`src/rtl/pc_next_unit_pkg.sv`:
```
// Shared state encoding, default vectors and J-type field width for pc_next_unit.
// Build option: define PC_MISALIGN_TRAP_EN to trap on misaligned register jumps.
package pc_next_unit_pkg;

  typedef enum logic [1:0] {
    ST_BOOT = 2'd0,
    ST_RUN  = 2'd1,
    ST_HALT = 2'd2
  } pc_state_t;

  localparam logic [31:0] RESET_VECTOR_DEF = 32'h0000_0000;
  localparam logic [31:0] TRAP_VECTOR_DEF  = 32'h0000_0180;
  localparam int          J_INDEX_W        = 26;

`ifdef PC_MISALIGN_TRAP_EN
  localparam bit MISALIGN_TRAP_EN = 1'b1;
`else
  localparam bit MISALIGN_TRAP_EN = 1'b0;
`endif

endpackage

```
`src/rtl/pc_next_unit_target_calc.sv`:
```
// Combinational redirect target selection: jr > jump > branch > sequential.
// With PC_MISALIGN_TRAP_EN a misaligned jr resolves to TRAP_VECTOR and raises jr_trap.
module pc_target_calc
  import pc_next_unit_pkg::*;
#(
  parameter int                  WIDTH_PC    = 32,
  parameter int                  STEP        = 4,
  parameter logic [WIDTH_PC-1:0] TRAP_VECTOR = WIDTH_PC'(TRAP_VECTOR_DEF)
) (
  input  logic [WIDTH_PC-1:0]  pc,
  input  logic                 branch_taken,
  input  logic [WIDTH_PC-1:0]  branch_offset,
  input  logic                 jump,
  input  logic [J_INDEX_W-1:0] jump_index,
  input  logic                 jr,
  input  logic [WIDTH_PC-1:0]  jr_target,
  output logic [WIDTH_PC-1:0]  pc_plus_step,
  output logic [WIDTH_PC-1:0]  next_pc,
  output logic                 jr_trap
);

  localparam logic [WIDTH_PC-1:0] ALIGN_MASK = ~WIDTH_PC'(3);

  logic jr_misaligned;

  assign pc_plus_step  = pc + WIDTH_PC'(STEP);
  assign jr_misaligned = (jr_target[1:0] != 2'b00);
  assign jr_trap       = MISALIGN_TRAP_EN && jr && jr_misaligned;

  always_comb begin
    next_pc = pc_plus_step;
    if (jr) begin
      if (jr_trap) next_pc = TRAP_VECTOR;
      else         next_pc = jr_target & ALIGN_MASK;
    end else if (jump) begin
      next_pc = {pc_plus_step[WIDTH_PC-1:28], jump_index, 2'b00};
    end else if (branch_taken) begin
      next_pc = pc_plus_step + (branch_offset << 2);
    end
  end

endmodule

```
`src/rtl/pc_next_unit.sv`:
```
// Program counter sequencer: holds the fetch PC and state, applies halt/stall ahead of redirects.
// Build option: PC_MISALIGN_TRAP_EN (misaligned jr traps instead of being silently aligned).
//   state | meaning
//   BOOT  | pc = RESET_VECTOR, not yet fetching; all inputs ignored, advances sequentially into RUN
//   RUN   | fetching; pc follows next_pc unless halt_req or stall
//   HALT  | pc frozen, nothing valid; exits only through reset
module pc_next_unit
  import pc_next_unit_pkg::*;
#(
  parameter int                  WIDTH_PC     = 32,
  parameter int                  STEP         = 4,
  parameter logic [WIDTH_PC-1:0] RESET_VECTOR = WIDTH_PC'(RESET_VECTOR_DEF),
  parameter logic [WIDTH_PC-1:0] TRAP_VECTOR  = WIDTH_PC'(TRAP_VECTOR_DEF)
) (
  input  logic                 clk,
  input  logic                 rst_n,
  input  logic                 stall,
  input  logic                 halt_req,
  input  logic                 branch_taken,
  input  logic [WIDTH_PC-1:0]  branch_offset,
  input  logic                 jump,
  input  logic [J_INDEX_W-1:0] jump_index,
  input  logic                 jr,
  input  logic [WIDTH_PC-1:0]  jr_target,
  output logic [WIDTH_PC-1:0]  pc,
  output logic [WIDTH_PC-1:0]  pc_plus_step,
  output logic                 pc_valid,
  output logic                 halted,
  output logic                 trap,
  output logic [WIDTH_PC-1:0]  epc
);

  pc_state_t           state, state_nxt;
  logic [WIDTH_PC-1:0] pc_nxt, epc_nxt, calc_next_pc;
  logic                trap_nxt, jr_trap;

  pc_target_calc #(
    .WIDTH_PC    (WIDTH_PC),
    .STEP        (STEP),
    .TRAP_VECTOR (TRAP_VECTOR)
  ) u_target_calc (
    .pc            (pc),
    .branch_taken  (branch_taken),
    .branch_offset (branch_offset),
    .jump          (jump),
    .jump_index    (jump_index),
    .jr            (jr),
    .jr_target     (jr_target),
    .pc_plus_step  (pc_plus_step),
    .next_pc       (calc_next_pc),
    .jr_trap       (jr_trap)
  );

  always_ff @(posedge clk or negedge rst_n) begin
    if (!rst_n) begin
      state <= ST_BOOT;
      pc    <= RESET_VECTOR;
      trap  <= 1'b0;
      epc   <= '0;
    end else begin
      state <= state_nxt;
      pc    <= pc_nxt;
      trap  <= trap_nxt;
      epc   <= epc_nxt;
    end
  end

  // Without the trap option jr_trap is constant 0, so trap and epc stay at their reset value.
  always_comb begin
    state_nxt = state;
    pc_nxt    = pc;
    trap_nxt  = 1'b0;
    epc_nxt   = epc;
    pc_valid  = 1'b0;
    halted    = 1'b0;
    unique case (state)
      ST_BOOT: begin
        state_nxt = ST_RUN;
        pc_nxt    = pc_plus_step;
      end
      ST_RUN: begin
        pc_valid = 1'b1;
        if (halt_req) begin
          state_nxt = ST_HALT;
        end else if (!stall) begin
          pc_nxt = calc_next_pc;
          if (jr_trap) begin
            trap_nxt = 1'b1;
            epc_nxt  = jr_target;
          end
        end
      end
      ST_HALT: begin
        halted = 1'b1;
      end
      default: begin
        state_nxt = ST_BOOT;
      end
    endcase
  end

endmodule

```
`config.mk`:
```
export PLATFORM = sky130hd
export DESIGN_NAME = pc_next_unit
export DESIGN_NICKNAME = d
export VERILOG_FILES = /design/src/rtl/pc_next_unit_pkg.sv /design/src/rtl/pc_next_unit_target_calc.sv /design/src/rtl/pc_next_unit.sv
export SDC_FILE = /design/constraint.sdc
export NUM_CORES = 1
export LEC_CHECK = 0
export CAP_MARGIN = 30
export CORE_ASPECT_RATIO = 0.8
export CORE_UTILIZATION = 30
export CTS_CLUSTER_DIAMETER = 60
export CTS_CLUSTER_SIZE = 20
export DETAILED_ROUTE_END_ITERATION = 10
export DONT_BUFFER_PORTS = 1
export GPL_ROUTABILITY_DRIVEN = 0
export PLACE_DENSITY = 0.54
export SLEW_MARGIN = 20
export SYNTH_ARGS = -nofsm -noshare
export SYNTH_HDL_FRONTEND = slang
export SYNTH_HIERARCHICAL = 1
export SYNTH_SLANG_ARGS = --single-unit
```
`constraint.sdc`:
```
create_clock -name clk -period 3.4 [get_ports clk]
set_input_delay 0.68 -clock clk [delete_from_list [all_inputs] [get_ports clk]]
set_output_delay 0.68 -clock clk [all_outputs]
set_load 0.01 [all_outputs]
```
**Word-level counts from Yosys, hierarchy flattened**

Cells that the tools add are included.

- Flip-flop bits (word level): 34
- Bits in latches: 0
- RAM bits: 0
- Memory bits (read-only): 0
- Bits of input ports: 97
- Memories kept: 0

- $add $sub $neg: 2
- $mul: 0
- Divide/modulo/power cells: 0
- Order comparisons: 0
- Eq/ne operators: 5
- Shift-type cells: 0
- Muxes and demuxes: 10
- Bitwise logic cells: 1
- Reduce and logical (&&, ||, !) cells: 4

Operator list:

| operator | count |
|---|---|
| $mux W32 | 5 |
| $pmux W32 S2 | 1 |
| $add A32 B3 Y32 const B | 1 |
| $add A32 B32 Y32 | 1 |
| $ne A2 B2 Y1 const B | 3 |
| $pmux W2 S3 | 1 |
| $reduce_and A3 Y1 | 1 |
| $eq A2 B1 Y1 const B | 1 |
| $eq A2 B2 Y1 const B | 1 |
| $logic_not A2 Y1 | 1 |
| $mux W1 | 2 |
| $mux W2 | 1 |
| $reduce_and A2 Y1 | 1 |
| $reduce_bool A2 Y1 | 1 |
| $not A1 Y1 | 1 |

**Longest topological paths before layout**

- Depth in word-level cells: 8
- Mapped depth: 18

**By module**

The synthesis kept the hierarchy.

Modules (own cells, without submodules):

| module | instances | cells each | area an instance (um2) | sequential area each (um2) |
|---|---|---|---|---|
| pc_next_unit | 1 | 183 | 3284.4 | 1676.6 |
| pc_target_calc | 1 | 457 | 3030.4 | 0.0 |

**Worst setup path after synthesis**

Ideal clock, no wire load.

- Path kind: reg2reg
- Start: register pc[6]
- End: register pc[29]
- Data arrival time: 3940 ps
- Slack: -665 ps
- Stages on the path, launching flop included: 19
- Cell sequence: dfrtp_1 nand3_1 or2_2 clkbuf_1 nor2_1 and3_1 nand3_1 xnor2_1 ha_1 and4_1 a32oi_1 o211ai_1 a221oi_1 o21ai_0 a31oi_1 mux2i_1 o221a_2 mux2_4 mux2_4

- Cells in the longest elaborated chain, start to end: 8

Ends and longest elaborated chain:

| element | line | source |
|---|---|---|
| start: declaration | pc_next_unit.sv:25 | `output logic [WIDTH_PC-1:0] pc,` |
| start signal: assignment | pc_next_unit.sv:62 | `pc <= pc_nxt;` |
| $add A32 B3 Y32 | pc_next_unit_target_calc.sv:26 | `assign pc_plus_step = pc + WIDTH_PC'(STEP);` |
| via pc_plus_step[17] | pc_next_unit.sv:26 | `output logic [WIDTH_PC-1:0] pc_plus_step,` |
| $add A32 B32 Y32 | pc_next_unit_target_calc.sv:38 | `next_pc = pc_plus_step + (branch_offset << 2);` |
| $mux W32 | pc_next_unit_target_calc.sv:37 | `end else if (branch_taken) begin` |
| $mux W32 | pc_next_unit_target_calc.sv:35 | `end else if (jump) begin` |
| $mux W32 | pc_next_unit_target_calc.sv:32 | `if (jr) begin` |
| via calc_next_pc[29] | pc_next_unit.sv:34 | `logic [WIDTH_PC-1:0] pc_nxt, epc_nxt, calc_next_pc;` |
| $mux W32 | pc_next_unit.sv:85 | `end else if (!stall) begin` |
| $mux W32 | pc_next_unit.sv:83 | `if (halt_req) begin` |
| $pmux W32 S2 | pc_next_unit.sv:76 | `unique case (state)` |

The timed path passes the listed nets, and every way through them passes these cells. The select of a mux whose other input is x is not followed.
A chain may end at the register's enable or synchronous reset.

**Worst setup path after layout**

- Start: register pc[2]
- End: register pc[18]

- Cells in the longest elaborated chain, start to end: 8

Ends and longest elaborated chain:

| element | line |
|---|---|
| $add A32 B3 Y32 (*) | pc_next_unit_target_calc.sv:26 |
| $add A32 B32 Y32 | pc_next_unit_target_calc.sv:38 |
| $mux W32 (*) | pc_next_unit_target_calc.sv:37 |
| $mux W32 (*) | pc_next_unit_target_calc.sv:35 |
| $mux W32 (*) | pc_next_unit_target_calc.sv:32 |
| via calc_next_pc[18] | pc_next_unit.sv:34 |
| $mux W32 (*) | pc_next_unit.sv:85 |
| $mux W32 (*) | pc_next_unit.sv:83 |
| $pmux W32 S2 (*) | pc_next_unit.sv:76 |

The timed path passes the listed nets; every way through them passes the cells marked *. The select of a mux whose other input is x is not followed.

==> key figures <==
Critical path
  • Crit-path max cell delay: 0.43 ns
  • Worst setup path class: flop to flop
  • Worst path arrival time: 4.01 ns
  • R2R Path End: pc[18]
  • Reg2reg path depth: 16
  • Worst R2R Start: pc[2]
  • CP required: ~3.6 ns
  • Delay-heaviest family, CP: compound AO/OA/AOI/OAI gates
  • Crit. End Element: flop
  • Crit path buf inv count: 2
  • Crit-path cells: ha_4 -> nand3_4 -> buf_6 -> xnor2_4 -> ha_4 -> a21o_1 -> a221o_1 -> a221o_1 -> a21oi_2 -> buf_4 -> xor2_1 -> o211ai_1 -> o21ai_1 -> o21ai_1 -> mux2_4 -> mux2_4
  • Largest fanout on the critical path: 5
  • Nature of the critical path startpoint: flop
  • Reg2reg setup slack: -0.39 ns
  • Crit-path slowest cell: a221o_1
  • Worst path depth: 16

Pwr
  • Peak supply drop: 0.000518 V
  • Net Sw Power: between 3 and 4 mW
  • P per Cell Area: 1060 nW/um^2
  • Leakage Power: 3.98 nW
  • Net Sw Frac: 41.9%
  • Fraction of power consumed by combinational cells: between 70 and 80%
  • Clock network fraction of total power: 9.6%
  • Internal: about 5.4 mW
  • Seq pwr share: 17.6%

Yosys
  • Seq/Total Area, Yosys: between 20% and 30%
  • Yosys top cell by area: dfrtp_1
  • Synth Area in XOR/XNOR: 6.91%
  • Synth warn: 6
  • Simple logic cell fraction of the synthesized area: 14.2%
  • Post-Synthesis Cells: 640
  • Mapped Avg Cell Area: 9.87 sq um
  • Ys async rst share: 100%
  • Mapped cell area: 6310 sq um
  • Number of enable flip-flop cells after synthesis: 0
  • Yosys top cell area share: 26.6%
  • Ranking of synthesized cells by area: dfrtp_1, mux2_4, ha_1, xnor2_1, nand2_1
  • Syn Nets: 774
  • Largest family of logic cells by synthesized area: multiplexers
  • Multiplexer area fraction after synthesis: 24.6%
  • Prevailing post-synth register cell: dfrtp_1
  • Complex-gate fraction of the synthesized area: between 15 and 20%
  • Synth Area in Adders: 7.45%
  • Post-synthesis register bit count: 67
  • Post-synthesis cell type count: 65

Run status
  • Failing checks: setup timing
  • Status: finished with violations

Die
  • Total die area: 21600 sq um
  • Row cnt: 47
  • Chip height: around 130 microns
  • Die width: approximately 160 microns
  • Initial core utilization: 30.6%
  • I/O pin cnt: 196
  • Core box area: 20600 sq um

Timing
  • Worst Max-Slew Pin Slew: 0.858 ns
  • Minimum clock period: 3.79 ns
  • Final hold vios: 0
  • RSZ-0062 raised after global routing: true
  • Relative slew slack: 42.7%
  • PnR worst setup slack: -0.385 ns
  • Layout Skew: 0.00717 ns
  • Final setup viols: 21
  • Period utilization: 111%
  • FMAX: between 200 and 300 MHz
  • Final Max Slew Viols: 0

Place
  • Dpl cell area: 7780 sq um
  • I/O Buffers: 0
  • Dpl cells: 1019
  • Hpwl dp: approximately 16 mm

Clock network
  • Clock Path Buffers: 2
  • Root Driver: clkbuf_16
  • Total clock sinks: 67
  • Clock buffer count from CTS: 9
  • Clock-pin slew of the registers on the worst-case setup and hold paths: roughly 0.060 ns
  • CTS tree: yes
  • Worst skew pair latency: 0.34 ns
  • H-tree lvl count: 3

Final layout
  • Post-Layout Cell Count: 1055
  • Layout cells sized above 1: 48.6%
  • # diodes: 0
  • Area Overhead vs Synth: 37.2%
  • Final Cell Area: 8660 sq um
  • Layout Nets: 915
  • Most frequent cells in the layout: buf_4, mux2_4, nand2_1, dfrtp_1, a21oi_1
  • Most common cell after layout, fill and taps aside: buf_4

GRT
  • Initial antenna violation count: 1
  • Largest net degree at the start of global routing: 68
  • Congestion Overflow GR: 0
  • First-pass GRT wire length: ~33 mm
  • Vias in the first global route: ~6000
  • Total track usage: 20.2%

Drt
  • Routed vias/inst: 5.29
  • First drt pass iteration count: 4
  • DRT Wirelength: 21.8 mm
  • Vias: 5581
  • Routed Antenna Nets: 0
  • Remaining DRCs: 0
  • Drt initial violations: 234
  • Drt wl/cell: roughly 21 microns

Run
  • Max-cap viol count: 0

Worst hold path
  • Worst hold-check path type: input port to asynchronous set/reset pin
==> what timing repair did <==
action                                  4_1_cts  5_1_grt
resized for setup                            54       40
endpoints found under the setup margin       21       24
pin swaps                                    34       32
cloned                                        0        0
buffers inserted                              8       14
hold buffers                                  0        0
==> cell families (layout without fill, tap and decap cells) <==
kind of cell / Yosys count / count (layout)
flops: 67 / 67
buf+inv: 43 / 189
xor+xnor: 49 / 49
simple gates: 182 / 182
compound gates: 151 / 151
other cells: 1 / 1
mux: 110 / 110
fa+ha+maj: 37 / 37
==> worst reg2reg max path, stage by stage (launching register included) <==
cell and delay (ns):
dfrtp_2 0.41, ha_4 0.17, nand3_4 0.13, buf_6 0.17
xnor2_4 0.20, ha_4 0.24, a21o_1 0.18, a221o_1 0.43
a221o_1 0.40, a21oi_2 0.24, buf_4 0.15, xor2_1 0.15
o211ai_1 0.09, o21ai_1 0.13, o21ai_1 0.07, mux2_4 0.25
mux2_4 0.26
==> worst max path at each step <==
stage / from / end / slack (ns)
2_1_floorplan: pc[6] / pc[29] / -0.34
3_3_place_gp: pc[2] / pc[28] / -0.47
3_5_place_dp: pc[2] / pc[31] / -0.56
6_report: pc[2] / pc[18] / -0.39
4_1_cts: pc[2] / pc[29] / -0.35
5_1_grt: pc[3] / pc[18] / -0.53
==> synth_stat cells, drive strengths merged, types with 2 or more instances <==
cell / n
o31ai: 5
ha: 36
a22oi: 3
nand4: 14
mux2: 99
nor3: 9
clkbuf: 18
o21ai: 26
nor2: 40
nand3b: 4
a21boi: 4
o211ai: 7
a31oi: 6
buf: 14
nand3: 19
nand2b: 4
a21o: 15
and3: 12
o21a: 4
dfrtp: 67
xnor2: 28
o211a: 3
and2: 10
nor2b: 4
o221ai: 4
o22ai: 8
or2: 2
a221o: 2
and4: 4
xor2: 21
a211oi: 6
nand2: 58
o21bai: 5
a21oi: 42
mux2i: 11
inv: 10
==> cell type report <==
cell class / instances / area, sq um
clock inverters: 3 / 15.0
flip-flops and latches: 67 / 1700
fillers: 1960 / 12000
repair buffers: 162 / 1280
clock buffers: 13 / 250
well taps: 269 / 337
multi-input cells: 530 / 5050
inverters: 11 / 41.3
==> metrics by stage <==
step / hold WS, ns / setup TNS, ns / setup WS [ns] / power (mW) / util [%]
after floorplan: 0.384 / -3.76 / -0.339 / 5.61 / -
after global placement: 0.388 / -6.62 / -0.467 / 7.43 / 37.7
after detailed placement: 0.387 / -7.93 / -0.562 / 7.53 / 37.7
after CTS: 0.0131 / -4.86 / -0.347 / 8.87 / 40.6
after global routing: 0.0163 / -8.68 / -0.526 / 9.83 / 42.0
final: 0.0328 / -5.34 / -0.385 / 9.22 / 42.0
==> power by group through the flow <==
stage	Sequential, mW	Clock [mW]	Combinational [mW]
floorplan	1.79	0	3.82
global placement	1.62	0	5.80
detailed placement	1.63	0	5.90
CTS	1.63	0.923	6.31
global route	1.69	0.947	7.19
finish	1.63	0.884	6.71
==> flip-flops by register name (all words and copies together) (netlist names) <==
name	count
pc	32
state	2
epc	32
trap	1
==> per-layer routing <==
layer	wire length [microns]	GRT usage (%)
met1	9810	26.2
met2	9970	32.5
met3	1730	5.82
met4	333	5.40
met5	0	0
Note: power is estimated with default switching activity, not from simulation.
